[config.mk]
export PLATFORM = sky130hd
export DESIGN_NAME = pipe_stage_reg
export DESIGN_NICKNAME = d
export VERILOG_FILES = /design/src/rtl/pipe_stage_reg.sv
export SDC_FILE = /design/constraint.sdc
export NUM_CORES = 1
export LEC_CHECK = 0
export CAP_MARGIN = 20
export CORE_MARGIN = 4
export CORE_UTILIZATION = 45
export CTS_BUF_LIST = sky130_fd_sc_hd__clkbuf_8
export DETAILED_ROUTE_END_ITERATION = 7
export HOLD_SLACK_MARGIN = 0.06
export PLACE_DENSITY = 0.74
export SYNTH_ARGS = -nofsm -noshare
export SYNTH_HDL_FRONTEND = slang
export SYNTH_SLANG_ARGS = --single-unit
[constraint.sdc]
create_clock -name clk_i -period 2.7 [get_ports clk_i]
set_input_delay 0.81 -clock clk_i [delete_from_list [all_inputs] [get_ports clk_i]]
set_output_delay 0.81 -clock clk_i [all_outputs]
set_load 0.05 [all_outputs]
[src/rtl/pipe_stage_reg.sv]
// Generic pipeline stage register with valid/ready handshake, synchronous flush
// and an optional second (skid) entry that keeps in_ready_o off the combinational path.
module pipe_stage_reg #(
    parameter int unsigned DATA_W  = 32,
    parameter bit          SKID_EN = 1'b1
) (
    input  logic              clk_i,
    input  logic              rst_n_i,
    input  logic              flush_i,
    input  logic              in_valid_i,
    output logic              in_ready_o,
    input  logic [DATA_W-1:0] in_data_i,
    output logic              out_valid_o,
    input  logic              out_ready_i,
    output logic [DATA_W-1:0] out_data_o,
    output logic [1:0]        count_o
);

    // Encoding equals the number of held entries, so count_o is the state register itself.
    typedef enum logic [1:0] {
        ST_EMPTY = 2'd0,
        ST_ONE   = 2'd1,
        ST_FULL  = 2'd2
    } state_e;

    state_e            state_q, state_d;
    logic [DATA_W-1:0] main_q, main_d;
    logic [DATA_W-1:0] skid_q, skid_d;
    logic              in_ready_q, in_ready_d;
    logic              in_fire, out_fire;

    assign out_valid_o = (state_q != ST_EMPTY);
    assign out_data_o  = main_q;
    assign count_o     = state_q;
    assign in_ready_o  = SKID_EN ? in_ready_q : (~out_valid_o | out_ready_i);

    assign in_fire  = in_valid_i & in_ready_o;
    assign out_fire = out_valid_o & out_ready_i;

    always_comb begin
        // NOTE: every signal gets a default before the case so no path leaves it unassigned (no latches).
        state_d = state_q;
        main_d  = main_q;
        skid_d  = skid_q;

        unique case (state_q)
            ST_EMPTY: begin
                if (in_fire) begin
                    state_d = ST_ONE;
                    main_d  = in_data_i;
                end
            end
            ST_ONE: begin
                if (in_fire && out_fire) begin
                    main_d = in_data_i;
                end else if (in_fire && SKID_EN) begin
                    state_d = ST_FULL;
                    skid_d  = in_data_i;
                end else if (out_fire) begin
                    state_d = ST_EMPTY;
                end
            end
            ST_FULL: begin
                if (out_fire) begin
                    state_d = ST_ONE;
                    main_d  = skid_q;
                end
            end
            default: state_d = ST_EMPTY;
        endcase

        // Squash wins over any transfer; payload registers keep whatever they captured.
        if (flush_i) begin
            state_d = ST_EMPTY;
        end

        in_ready_d = (state_d != ST_FULL);
    end

    // NOTE: sequential state uses non-blocking assignments so all flops update together at the edge.
    // NOTE: payload registers are reset too, because out_data_o must read zero out of reset.
    always_ff @(posedge clk_i or negedge rst_n_i) begin
        if (!rst_n_i) begin
            state_q    <= ST_EMPTY;
            main_q     <= '0;
            skid_q     <= '0;
            in_ready_q <= 1'b1;
        end else begin
            state_q    <= state_d;
            main_q     <= main_d;
            skid_q     <= skid_d;
            in_ready_q <= in_ready_d;
        end
    end

endmodule

* After elaboration in Yosys (flattened, before gate mapping) *
Index checks and enable logic that the tools add are counted.

storage, ports and cells
  register bits after elaboration = 67
  bits of input ports = 37
  logic and storage cells = 30

cells by class
  equality and inequality tests = 6
  mux-type cells = 11
  bitwise operators = 3
  reduce and logical (&&, ||, !) cells = 6

operators with widths
  kind                  count
  $mux W32              3
  $pmux W32 S3          1
  $mux W2               6
  $ne A2 B2 Y1 const B  4
  $pmux W2 S3           1
  $reduce_and A4 Y1     1
  $reduce_and A3 Y1     1
  $reduce_bool A3 Y1    1
  $and A1 B1 Y1         2
  $eq A2 B1 Y1 const B  1
  $eq A2 B2 Y1 const B  1
  $logic_not A2 Y1      1
  $reduce_bool A2 Y1    1
  $logic_and A1 B1 Y1   1
  $not A1 Y1            1

* Depth between registers and ports, before layout *
Gate-level depths: netlist of run 1.

  word-level depth = 8
  mapped depth = 5
  gate-level depth less buffers = 4

* Worst setup path before layout of run 1 *
Ideal clock, no wire load.

  path type = input port to flip-flop
  start = input port in_valid_i
  end = register skid_q[10]
  data arrival time = 1801 ps
  data required time = 2575 ps
  slack = 774 ps
  stages = 4
  cell sequence = nand2_2 -> nor4b_4 -> buf_6 -> mux2_2

between the ends
  longest elaborated chain between the ends = 4

RTL lines
  item                             line  source
  start: declaration               10    input logic in_valid_i,
  $and A1 B1 Y1 (*)                37    assign in_fire = in_valid_i & in_ready_o;
  $logic_and A1 B1 Y1              54    if (in_fire && out_fire) begin
  $not A1 Y1 (no line)             --
  $reduce_and A3 Y1 (no line) (*)  --
  end signal: assignment           91    skid_q <= skid_d;
  end: declaration                 28    logic [DATA_W-1:0] skid_q, skid_d;

Mark *: on every way between the ends. The rest lies on a longest branch, timed or not.
A chain may end at the register's enable or synchronous reset.

* Worst setup path after layout of run 1 *
  start = register state_q[1] (netlist: count_o[1])
  end = output port count_o[1]

RTL lines
  item                      line  source
  start: declaration        26    state_e state_q, state_d;
  start signal: assignment  89    state_q <= state_d;
  end: declaration          16    output logic [1:0] count_o

No word-level cell between the ends.

==> flow_summary.toml, run 1 <==
[status]
run_status = "complete, no violations"

[floorplanning]
initial_utilization_pct = 47.11
ioPinCount = 73
die_w_um = 90.00
dieArea_um2 = 8099
std_cell_rows = 29
die_y_um = 90.00
core_region_area_um2 = 6422

[worst_setup_path]
timing.critical_path.arrival_ps = 1740
crit_type = "reg -> out"
worstPathRequired_ps = 1890
timing.critical_path.cells = "clkdlybuf4s50_1"
critical_path.n_buffers_inverters = 1
critical_path.endpoint_type = "output pin"
timing.critical_path.from_type = "flip-flop"
critical_path.top_delay_family = "buffers and inverters"
crit_fanout = 9
critical_path.max_stage_delay_ps = 880
crit_slowest_cell = "clkdlybuf4s50_1"
critical_path_cell_count = 1
worstRegToRegCells = 4

[sta]
worstMarginPinSlew_ps = 588.3
relSlewSlack_pct = 60.78
post-route-period-util_pct = 94.38
setup-violations-final = 0
finalCriticalPeriod_ps = 2548
hold_violations = 0
clock_skew_ps = 7.532
max_freq_ghz = 0.3924
totalNegativeSetupSlack_ps = 0
rsz0062_at_grt = "false"
final-max-slew-violation-count = 0

[global_route]
grt_max_degree = 30
grt_antenna_before_repair = 0
globalRouteOverflowTotal = 0
first_global_vias = 1990
grt_pass1_wl_um = 9825
track_usage_pct = 15.20

[logic_synthesis]
postSynth.topFlopCell = "dfrtp_1"
post_synth_most_frequent_cells = "dfrtp_1, nor2_1, mux2i_1"
seq_area_frac_synth_pct = 55.46
yosysTopAreaCell = "dfrtp_1"
synth.net_count = 262
synth-edff-count = 0
ys_ff_latch = 67
post-synth-top-area-fraction_pct = 54.59
syn_inst = 225
syn_avg_cell_area_um2 = 13.45
ys.warnings.count = 0
synth.top_cells.by_area = "dfrtp_1, mux2_2, mux2i_1"
synth-async-reset-ratio_pct = 100.0
synth.distinct_cells = 26
yosys.cell_count.top_type = "dfrtp_1"
synthesis.area_um2 = 3025

[cells_and_area]
flow.area_growth_from_synthesis_pct = 31.84
post_route_cells_drive_above_1_share_pct = 28.25
layout.nets = 340
number_of_antenna_cells_inserted = 0
instances_no_fill = 385

[clock_tree]
clock_sinks = 67
cts_hold_repair.buffers = 0
clock_tree.buffer_depth = 2
tritoncts = "built"
worstSkewPairLatency_ps = 330
clkTransAtPathRegs_ps = 70
clock_buffers_created_by_tritoncts = 9
clk_root_buffer_cell = "clkbuf_8"
htree_num_levels = 3

[power]
pwr_density_cell_nw_per_um2 = 757.5
leakage_nw = 1.579
ir_drop_uv = 368.7

[routing]
drt_first_iter_violations = 56
post_drt_wl_per_cell_um = 14.89
detailroute.wirelength.met2_um = 2758
routedLengthMet1_um = 2546
top_signal_layer_used = "met4"
firstDrtPassIters = 4
met3_length_um = 325
routed_via_density = 5.062
route.vias.total = 1949
route.final.wire_length_um = 5731
drtAntennaViolNets = 0
drc = 0

[placement]
place.gp.congestion = 0.7065
place.port_buffers = 72
detailedPlacementHpwl_um = 4032
dp_cells = 369

[flow_run]
max_cap_viol_count = 0

[min_path]
hold_path.class = "in -> async"
through the flow:
| stage | hold slack, ps | instance area [um2] | power [mW] | util [%] | setup WS [ps] |
|---|---|---|---|---|---|
| detailed placement | 475.8 | 3814 | 2.333 | 59.38 | 178.1 |
| finish | 477.2 | 3989 | 3.022 | 62.11 | 151.7 |
| global route | 509.0 | 3989 | 3.193 | 62.11 | 83.13 |
| CTS | 486.6 | 3986 | 3.067 | 62.07 | 1.176 |
| global placement | 471.5 | 3814 | 2.304 | 59.38 | 208.8 |
| floorplan | 457.8 | 3025 | 2.001 | - | 774.3 |
flip-flops by register name, summed over array words and instances (netlist names):
signal,cells
in_ready_o,1
skid_q,32
count_o,2
out_data_o,32
cell usage in the layout, fill, tap and decap left out:
cell type	synthesis	final
or2_2	1	1
nand2_2	1	1
nand4b_1	1	1
a21o_1	1	1
dlymetal6s2s_1	0	1
mux2_1	2	2
nand3b_1	2	2
nor4b_4	1	1
dfrtp_1	66	66
clkdlybuf4s50_1	0	70
dfstp_2	1	1
or2_4	1	1
clkbuf_8	0	11
mux2_2	30	30
clkinv_2	0	2
nand3_1	1	1
buf_12	0	4
and2b_2	0	1
nand2b_1	1	1
nor2_1	33	33
nand2_1	1	1
a211o_1	1	1
a31oi_1	1	1
inv_1	0	3
buf_4	2	4
o211ai_4	1	1
a211oi_1	1	1
mux2i_1	32	32
buf_2	0	1
a21oi_2	28	28
a21oi_1	4	4
what timing repair did:
action,in CTS,in global routing
buffers inserted,0,0
endpoints found under the setup margin,0,1
resized for setup,0,1
routing by layer:
metal	track usage, %	up-vias
met5	0	-
met4	6.505	0
met3	4.758	10
met2	23.93	47
met1	19.42	953
li1	-	939
path summary, 6_finish.rpt:
| path | startpoint | to | slack, ps |
|---|---|---|---|
| worst max-delay path | count_o[1]$_DFF_PN0_ | count_o[1] | 150 |
| worst min-delay path | rst_n_i | out_data_o[14]$_DFFE_PN0P_ | 480 |
| worst max register to register | count_o[1]$_DFF_PN0_ | out_data_o[15]$_DFFE_PN0P_ | 950 |
| worst min register to register | skid_q[5]$_DFFE_PN0P_ | skid_q[5]$_DFFE_PN0P_ | 490 |
| max in group asynchronous | rst_n_i | out_data_o[6]$_DFFE_PN0P_ | 1590 |
| min in group clk_i | skid_q[5]$_DFFE_PN0P_ | skid_q[5]$_DFFE_PN0P_ | 490 |
area by class of cell:
class | instances | area (um2)
Clock buffer | 11 | 151.4
Sequential cell | 67 | 1678
Multi-Input combinational cell | 145 | 1214
Timing Repair Buffer | 80 | 828.3
Fill cell | 548 | 2434
Clock inverter | 5 | 21.27
Tap cell | 77 | 96.34
report_power, final:
part | switching [mW] | internal [mW]
Clock | 0.347 | 0.371
Sequential | 0.123 | 1.24
Combinational | 0.542 | 0.402
kinds of logic (layout without fill, tap and decap cells):
kind of cell           after synthesis  in the layout  synth area share (%)
AO/OA/AOI/OAI                       37             37                 10.46
buffers and inverters               13             96                 4.467
AND/OR/NAND/NOR                     44             44                 7.113
flip-flops                          67             67                 55.46
multiplexers                        64             64                 22.50
No activity file was read; power rests on OpenSTA's default activity.
==> run 2: changes to the inputs <==
--- a/config.mk
+++ b/config.mk
@@ -5,6 +5,7 @@
 export SDC_FILE = /design/constraint.sdc
 export NUM_CORES = 1
 export LEC_CHECK = 0
+export ABC_CLOCK_PERIOD_IN_PS = 2700
 export CAP_MARGIN = 20
 export CORE_MARGIN = 4
 export CORE_UTILIZATION = 45
==> results of run 2 <==
No change in the layout: final DEF, timing and power equal those of run 1.
